`src/rtl/core_wb_arbiter_pkg.sv`:
```
// rtl/core_wb_arbiter_pkg.sv - shared core widths and requester constants for the write-back arbiter
// Optional MDU requester: CORE_WB_MDU_EN.
`ifndef CORE_XLEN
`define CORE_XLEN 32
`endif
`ifndef CORE_RFIDX_WIDTH
`define CORE_RFIDX_WIDTH 5
`endif

package core_wb_arbiter_pkg;

    localparam int XLEN    = `CORE_XLEN;
    localparam int RFIDX_W = `CORE_RFIDX_WIDTH;

    localparam int WB_ALU = 0;
    localparam int WB_LSU = 1;
`ifdef CORE_WB_MDU_EN
    localparam int WB_MDU = 2;
    localparam int WB_N   = 3;
`else
    localparam int WB_N   = 2;
`endif

    localparam int RR_W = (WB_N > 2) ? 2 : 1;

    // Pointer advances to the requester after the winner, wrapping at WB_N.
    function automatic logic [RR_W-1:0] rr_next(input logic [RR_W-1:0] g);
        return (g == RR_W'(WB_N - 1)) ? '0 : g + 1'b1;
    endfunction

endpackage

```
`src/rtl/core_gnrl_dffs.sv`:
```
// rtl/core_gnrl_dffs.sv - generic load-enable flop cell with synchronous active-high reset to zero
module core_gnrl_dfflr #(
    parameter int DW = 1
) (
    input  logic          clk,
    input  logic          rst,
    input  logic          lden,
    input  logic [DW-1:0] dnxt,
    output logic [DW-1:0] qout
);

    always_ff @(posedge clk) begin
        if (rst) begin
            qout <= '0;
        end else if (lden) begin
            qout <= dnxt;
        end
    end

endmodule

```
`src/rtl/core_rr_arb.sv`:
```
// rtl/core_rr_arb.sv - round-robin selector: request vector and start pointer in, one-hot grant out
module core_rr_arb #(
    parameter int N  = 2,
    parameter int PW = 1
) (
    input  logic [N-1:0]  req,
    input  logic [PW-1:0] ptr,
    output logic [N-1:0]  gnt
);

    localparam logic [PW:0] NV = (PW + 1)'(N);

    logic [PW:0]   sum;
    logic [PW-1:0] k;

    // Walk the search order backwards so the earliest valid requester is written last and wins.
    always_comb begin
        gnt = '0;
        sum = '0;
        k   = '0;
        for (int i = N - 1; i >= 0; i--) begin
            sum = {1'b0, ptr} + (PW + 1)'(i);
            if (sum >= NV) begin
                sum = sum - NV;
            end
            k = sum[PW-1:0];
            if (req[k]) begin
                gnt    = '0;
                gnt[k] = 1'b1;
            end
        end
    end

endmodule

```
`src/rtl/core_wb_arbiter.sv`:
```
// rtl/core_wb_arbiter.sv - round-robin arbiter for the single register-file write port
// Optional MDU requester: CORE_WB_MDU_EN.
module core_wb_arbiter
    import core_wb_arbiter_pkg::*;
#(
    parameter int CNT_W = 16
) (
    input  logic               clk,
    input  logic               rst,
    input  logic               alu_wb_valid,
    output logic               alu_wb_ready,
    input  logic [RFIDX_W-1:0] alu_wb_idx,
    input  logic [XLEN-1:0]    alu_wb_dat,
    input  logic               lsu_wb_valid,
    output logic               lsu_wb_ready,
    input  logic [RFIDX_W-1:0] lsu_wb_idx,
    input  logic [XLEN-1:0]    lsu_wb_dat,
`ifdef CORE_WB_MDU_EN
    input  logic               mdu_wb_valid,
    output logic               mdu_wb_ready,
    input  logic [RFIDX_W-1:0] mdu_wb_idx,
    input  logic [XLEN-1:0]    mdu_wb_dat,
`endif
    output logic               wb_dest_wen,
    output logic [RFIDX_W-1:0] wb_dest_idx,
    output logic [XLEN-1:0]    wb_dest_dat,
    output logic [CNT_W-1:0]   conflict_cnt
);

    logic [WB_N-1:0]    req_vld;
    logic [WB_N-1:0]    req_act;
    logic [WB_N-1:0]    gnt;
    logic [RFIDX_W-1:0] req_idx [WB_N];
    logic [XLEN-1:0]    req_dat [WB_N];
    logic [RR_W-1:0]    rr_ptr;
    logic [RR_W-1:0]    gnt_id;
    logic [RFIDX_W-1:0] sel_idx;
    logic [XLEN-1:0]    sel_dat;
    logic [1:0]         nvld;
    logic               any_gnt;
    logic               multi_vld;
    logic               wen_nxt;
    logic               cnt_ld;

    assign req_vld[WB_ALU] = alu_wb_valid;
    assign req_idx[WB_ALU] = alu_wb_idx;
    assign req_dat[WB_ALU] = alu_wb_dat;
    assign req_vld[WB_LSU] = lsu_wb_valid;
    assign req_idx[WB_LSU] = lsu_wb_idx;
    assign req_dat[WB_LSU] = lsu_wb_dat;
    assign alu_wb_ready    = gnt[WB_ALU];
    assign lsu_wb_ready    = gnt[WB_LSU];
`ifdef CORE_WB_MDU_EN
    assign req_vld[WB_MDU] = mdu_wb_valid;
    assign req_idx[WB_MDU] = mdu_wb_idx;
    assign req_dat[WB_MDU] = mdu_wb_dat;
    assign mdu_wb_ready    = gnt[WB_MDU];
`endif

    // Masking the requests in reset keeps every ready low and the pointer frozen.
    assign req_act = rst ? '0 : req_vld;

    core_rr_arb #(
        .N  (WB_N),
        .PW (RR_W)
    ) u_rr_arb (
        .req (req_act),
        .ptr (rr_ptr),
        .gnt (gnt)
    );

    always_comb begin
        sel_idx = '0;
        sel_dat = '0;
        gnt_id  = '0;
        nvld    = '0;
        for (int i = 0; i < WB_N; i++) begin
            nvld = nvld + {1'b0, req_vld[i]};
            if (gnt[i]) begin
                sel_idx = sel_idx | req_idx[i];
                sel_dat = sel_dat | req_dat[i];
                gnt_id  = RR_W'(i);
            end
        end
    end

    assign any_gnt   = |gnt;
    assign multi_vld = (nvld >= 2'd2);
    // x0 is hard-wired zero, so its write is accepted but never enabled.
    assign wen_nxt   = any_gnt && (sel_idx != '0);
    assign cnt_ld    = multi_vld && (conflict_cnt != '1);

    core_gnrl_dfflr #(.DW(RR_W)) u_rr_ptr (
        .clk  (clk),
        .rst  (rst),
        .lden (any_gnt),
        .dnxt (rr_next(gnt_id)),
        .qout (rr_ptr)
    );

    core_gnrl_dfflr #(.DW(1)) u_wen (
        .clk  (clk),
        .rst  (rst),
        .lden (1'b1),
        .dnxt (wen_nxt),
        .qout (wb_dest_wen)
    );

    core_gnrl_dfflr #(.DW(RFIDX_W)) u_idx (
        .clk  (clk),
        .rst  (rst),
        .lden (any_gnt),
        .dnxt (sel_idx),
        .qout (wb_dest_idx)
    );

    core_gnrl_dfflr #(.DW(XLEN)) u_dat (
        .clk  (clk),
        .rst  (rst),
        .lden (any_gnt),
        .dnxt (sel_dat),
        .qout (wb_dest_dat)
    );

    core_gnrl_dfflr #(.DW(CNT_W)) u_cnt (
        .clk  (clk),
        .rst  (rst),
        .lden (cnt_ld),
        .dnxt (conflict_cnt + CNT_W'(1)),
        .qout (conflict_cnt)
    );

endmodule
```
`config.mk`:
```
export PLATFORM = sky130hd
export DESIGN_NAME = core_wb_arbiter
export DESIGN_NICKNAME = d
export VERILOG_FILES = /design/src/rtl/core_wb_arbiter_pkg.sv /design/src/rtl/core_gnrl_dffs.sv /design/src/rtl/core_rr_arb.sv /design/src/rtl/core_wb_arbiter.sv
export SDC_FILE = /design/constraint.sdc
export NUM_CORES = 1
export LEC_CHECK = 0
export ABC_AREA = 1
export BUFFER_PORTS_ARGS = -buffer_cell sky130_fd_sc_hd__buf_2
export CORE_MARGIN = 2
export CORE_UTILIZATION = 48
export CTS_CLUSTER_SIZE = 16
export DETAILED_ROUTE_END_ITERATION = 12
export GPL_TIMING_DRIVEN = 0
export PLACE_DENSITY = 0.8
export SYNTH_ARGS = -nofsm -noshare
export SYNTH_HDL_FRONTEND = slang
export SYNTH_HIERARCHICAL = 1
export SYNTH_SLANG_ARGS = --single-unit
```
`constraint.sdc`:
```
create_clock -name clk -period 1.7 [get_ports clk]
set_input_delay 0.17 -clock clk [delete_from_list [all_inputs] [get_ports clk]]
set_output_delay 0.17 -clock clk [all_outputs]
set_load 0.02 [all_outputs]
```
==> results.cfg <==
[yosys]
netlist_instances = 498
avgSynthCellArea_um2 = 6.34
synth_common_cells = nand2_1, nor2_1, inv_1
synth_cell_types = 22
synth_area_leader_cell = dfxtp_1
netlist_top_cells_area = dfxtp_1, nand2_1, nor2_1
synth-edff-count = 0
synth_top_area_share_pct = 34.9
postSynth.asyncResetShare_pct = 0
synthFlopType = dfxtp_1
synthesis.area_mm2 = 0.00316
synth_seq_area_share_pct = 34.9
yosysMostFrequentCell = nand2_1
ys_ff_latch = 55
yosys_warnings = 6

[clocking]
numClockSinks = 55
root_buffer = clkbuf_8
clock_latency_ns = 0.31
cts.clk_slew.worst_paths_ns = 0.10
cts_buffers = 5
clock_path_buffers = 2
cts_max_level = 2
cts_tree = done

[sta]
period_share_pct = 94.5
slew_viol_final = 0
max_freq_ghz = 0.623
fin_tns_setup_ns = 0
finalHoldViolations = 0
whs_ns = 0.200
fin_skew_ns = 0.00589
setup_viol = 0
period_minus_slack_ns = 1.61

[detailed_routing]
drcViolationCount = 0
drt-wirelength-per-cell_um = 11.1
drt-vias-per-instance = 4.68
drtAntennaViolNets = 0
vias = 3358
dr.pass1.iters = 4
totalWireLength_um = 8000
drt_iter0_drc = 106

[power]
p_comb_share_pct = 27.9
p_int_uw = 2040
power_uw = 3070
netSwitchingFraction_pct = 33.4
ir_worst_vdd_uv = 425
clock_power_share_pct = 24.3
powerDensity_mw_per_mm2 = 760
leakagePower_uw = 0.00222
p_seq_share_pct = 47.8
power_switching_uw = 1030

[placed_design]
place_congestion = 0.860
port_buffers = 133
dpl_cell_area_mm2 = 0.00392
hpwl_um = 6150

[global_routing]
grt_max_degree = 19
grt_usage_pct = 21.4
grt-ovfl-total = 0
grt_pass1_vias = 2951
grt_pass1_wl_um = 12800
grt_antenna_before_repair = 0

[critical_path]
start_kind = flop
critical_path_class = flop to flop
critPathSlowestCell = dfxtp_4
endpoint_kind = flop
cp.depth = 9
worst-path-buf-inv = 1
critPathArrivalTime_ns = 1.82
cp_max_fo = 10
max_stage_delay_ns = 0.38
critPathRequiredTime_ns = 1.91
crit_family = simple AND/OR/NAND/NOR gates
r2r_cells = 9
crit_chain = ha_2 -> nand3_2 -> nor2_4 -> nand2_2 -> nor2_1 -> nor2_2 -> buf_6 -> nor2_1 -> nor2_2

[die]
fp.dieW_um = 85.1
die_area_mm2 = 0.00724
rows = 29
die_h_um = 85.1
io_pins = 134
start_util_pct = 49.7
core_mm2 = 0.00635

[finish]
n_fill_cell = 619
multiInputGateArea_mm2 = 0.00158
antenna_cells = 0
nets = 719
design_area_mm2 = 0.00404
final_util_pct = 63.6
drive_gt1_share_pct = 28.7
area_growth_pct = 28.0
seq_area_mm2 = 0.00111

[min_path]
hold_path_class = input port to flop
min_path_cells = 4

[flow_run]
drv_cap = 0

[status]
status = finished clean
==> registers in the layout, indices dropped and copies added (netlist names) <==
name           cells
u_dat/qout        32
u_wen/qout         1
u_rr_ptr/qout      1
u_idx/qout         5
u_cnt/qout        16
==> routing by layer <==
layer | wire length, µm | vias up | global-route usage (%)
met5 | 0 | - | 0
met4 | 89 | 0 | 5.19
met2 | 3820 | 114 | 37.6
li1 | - | 1767 | -
met3 | 620 | 8 | 4.86
met1 | 3470 | 1469 | 26.5
==> final cells by class <==
class,count,share of cell area [%]
sequential,55,27.5
tap,77,2.39
timing repair buffer,134,16.7
inverter,79,7.34
clock inverter,3,0.620
buffer,23,4.68
multi-input combinational,342,39.1
clock buffer,5,1.70
==> final timing paths <==
kind / start / endpoint / slack, ns
hold / removal: rst / u_wen/qout$_SDFFE_PP0P_ / 0.20
setup reg to reg: u_cnt/qout[1]$_SDFFE_PP0P_ / u_cnt/qout[5]$_SDFFE_PP0P_ / 0.09
setup / recovery: u_cnt/qout[1]$_SDFFE_PP0P_ / u_cnt/qout[5]$_SDFFE_PP0P_ / 0.09
hold reg to reg: u_dat/qout[30]$_SDFFE_PP0P_ / u_dat/qout[30]$_SDFFE_PP0P_ / 0.47
==> timing repair <==
item / 4_1_cts / 5_1_grt
gates resized for setup: 1 / 4
pin swaps: 1 / 0
hold buffers: 0 / 0
gates cloned: 0 / 0
buffers inserted: 1 / 0
endpoints found under the setup margin: 6 / 19
==> cell usage in the layout, fill, tap and decap left out, types with 2 or more instances in the layout <==
| cell | netlist | routed |
|---|---|---|
| conb_1 | 1 | 2 |
| clkinv_4 | 0 | 2 |
| buf_4 | 2 | 3 |
| nand4_1 | 4 | 4 |
| buf_6 | 11 | 11 |
| o21ai_1 | 2 | 2 |
| inv_1 | 79 | 79 |
| dfxtp_1 | 55 | 53 |
| nor2_4 | 2 | 2 |
| clkbuf_8 | 0 | 5 |
| nand3_1 | 7 | 7 |
| buf_2 | 10 | 143 |
| nor2_2 | 5 | 6 |
| xor2_1 | 5 | 5 |
| dfxtp_4 | 0 | 2 |
| nor2_1 | 123 | 122 |
| nand2_2 | 4 | 5 |
| nand2_1 | 148 | 147 |
| a22o_1 | 32 | 32 |
| xnor2_1 | 3 | 3 |
==> cells by family after synthesis <==
| logic type | after synthesis | synth area share (%) |
|---|---|---|
| AOI/OAI and AO/OA | 37 | 10.0 |
| xor gates and xnor gates | 8 | 2.22 |
| adders and majority gates | 1 | 0.396 |
| buffers and inverters | 102 | 15.4 |
| DFF | 55 | 34.9 |
| other | 1 | 0.119 |
| and+or+nand+nor | 294 | 37.0 |
==> through the flow <==
step           worst slack (ns)  std cells
2_1_floorplan             0.104        499
3_3_place_gp            -0.0431        709
3_5_place_dp            -0.0871        709
4_1_cts                  0.0806        718
5_1_grt                -0.00138        718
6_report                 0.0940        718
==> power groups by stage <==
stage | clock, µW | combinational (µW) | sequential, µW
after floorplan | 0 | 446 | 1620
after global placement | 0 | 838 | 1490
after detailed placement | 0 | 857 | 1500
after CTS | 773 | 860 | 1470
after global routing | 821 | 951 | 1480
final | 746 | 856 | 1470
==> tightest hold or removal path, cell delays in order <==
cell	delay, ns
buf_2	0.15
inv_1	0.05
nand2_1	0.07
nor2_2	0.03
Note: power is estimated with default switching activity, not from simulation.
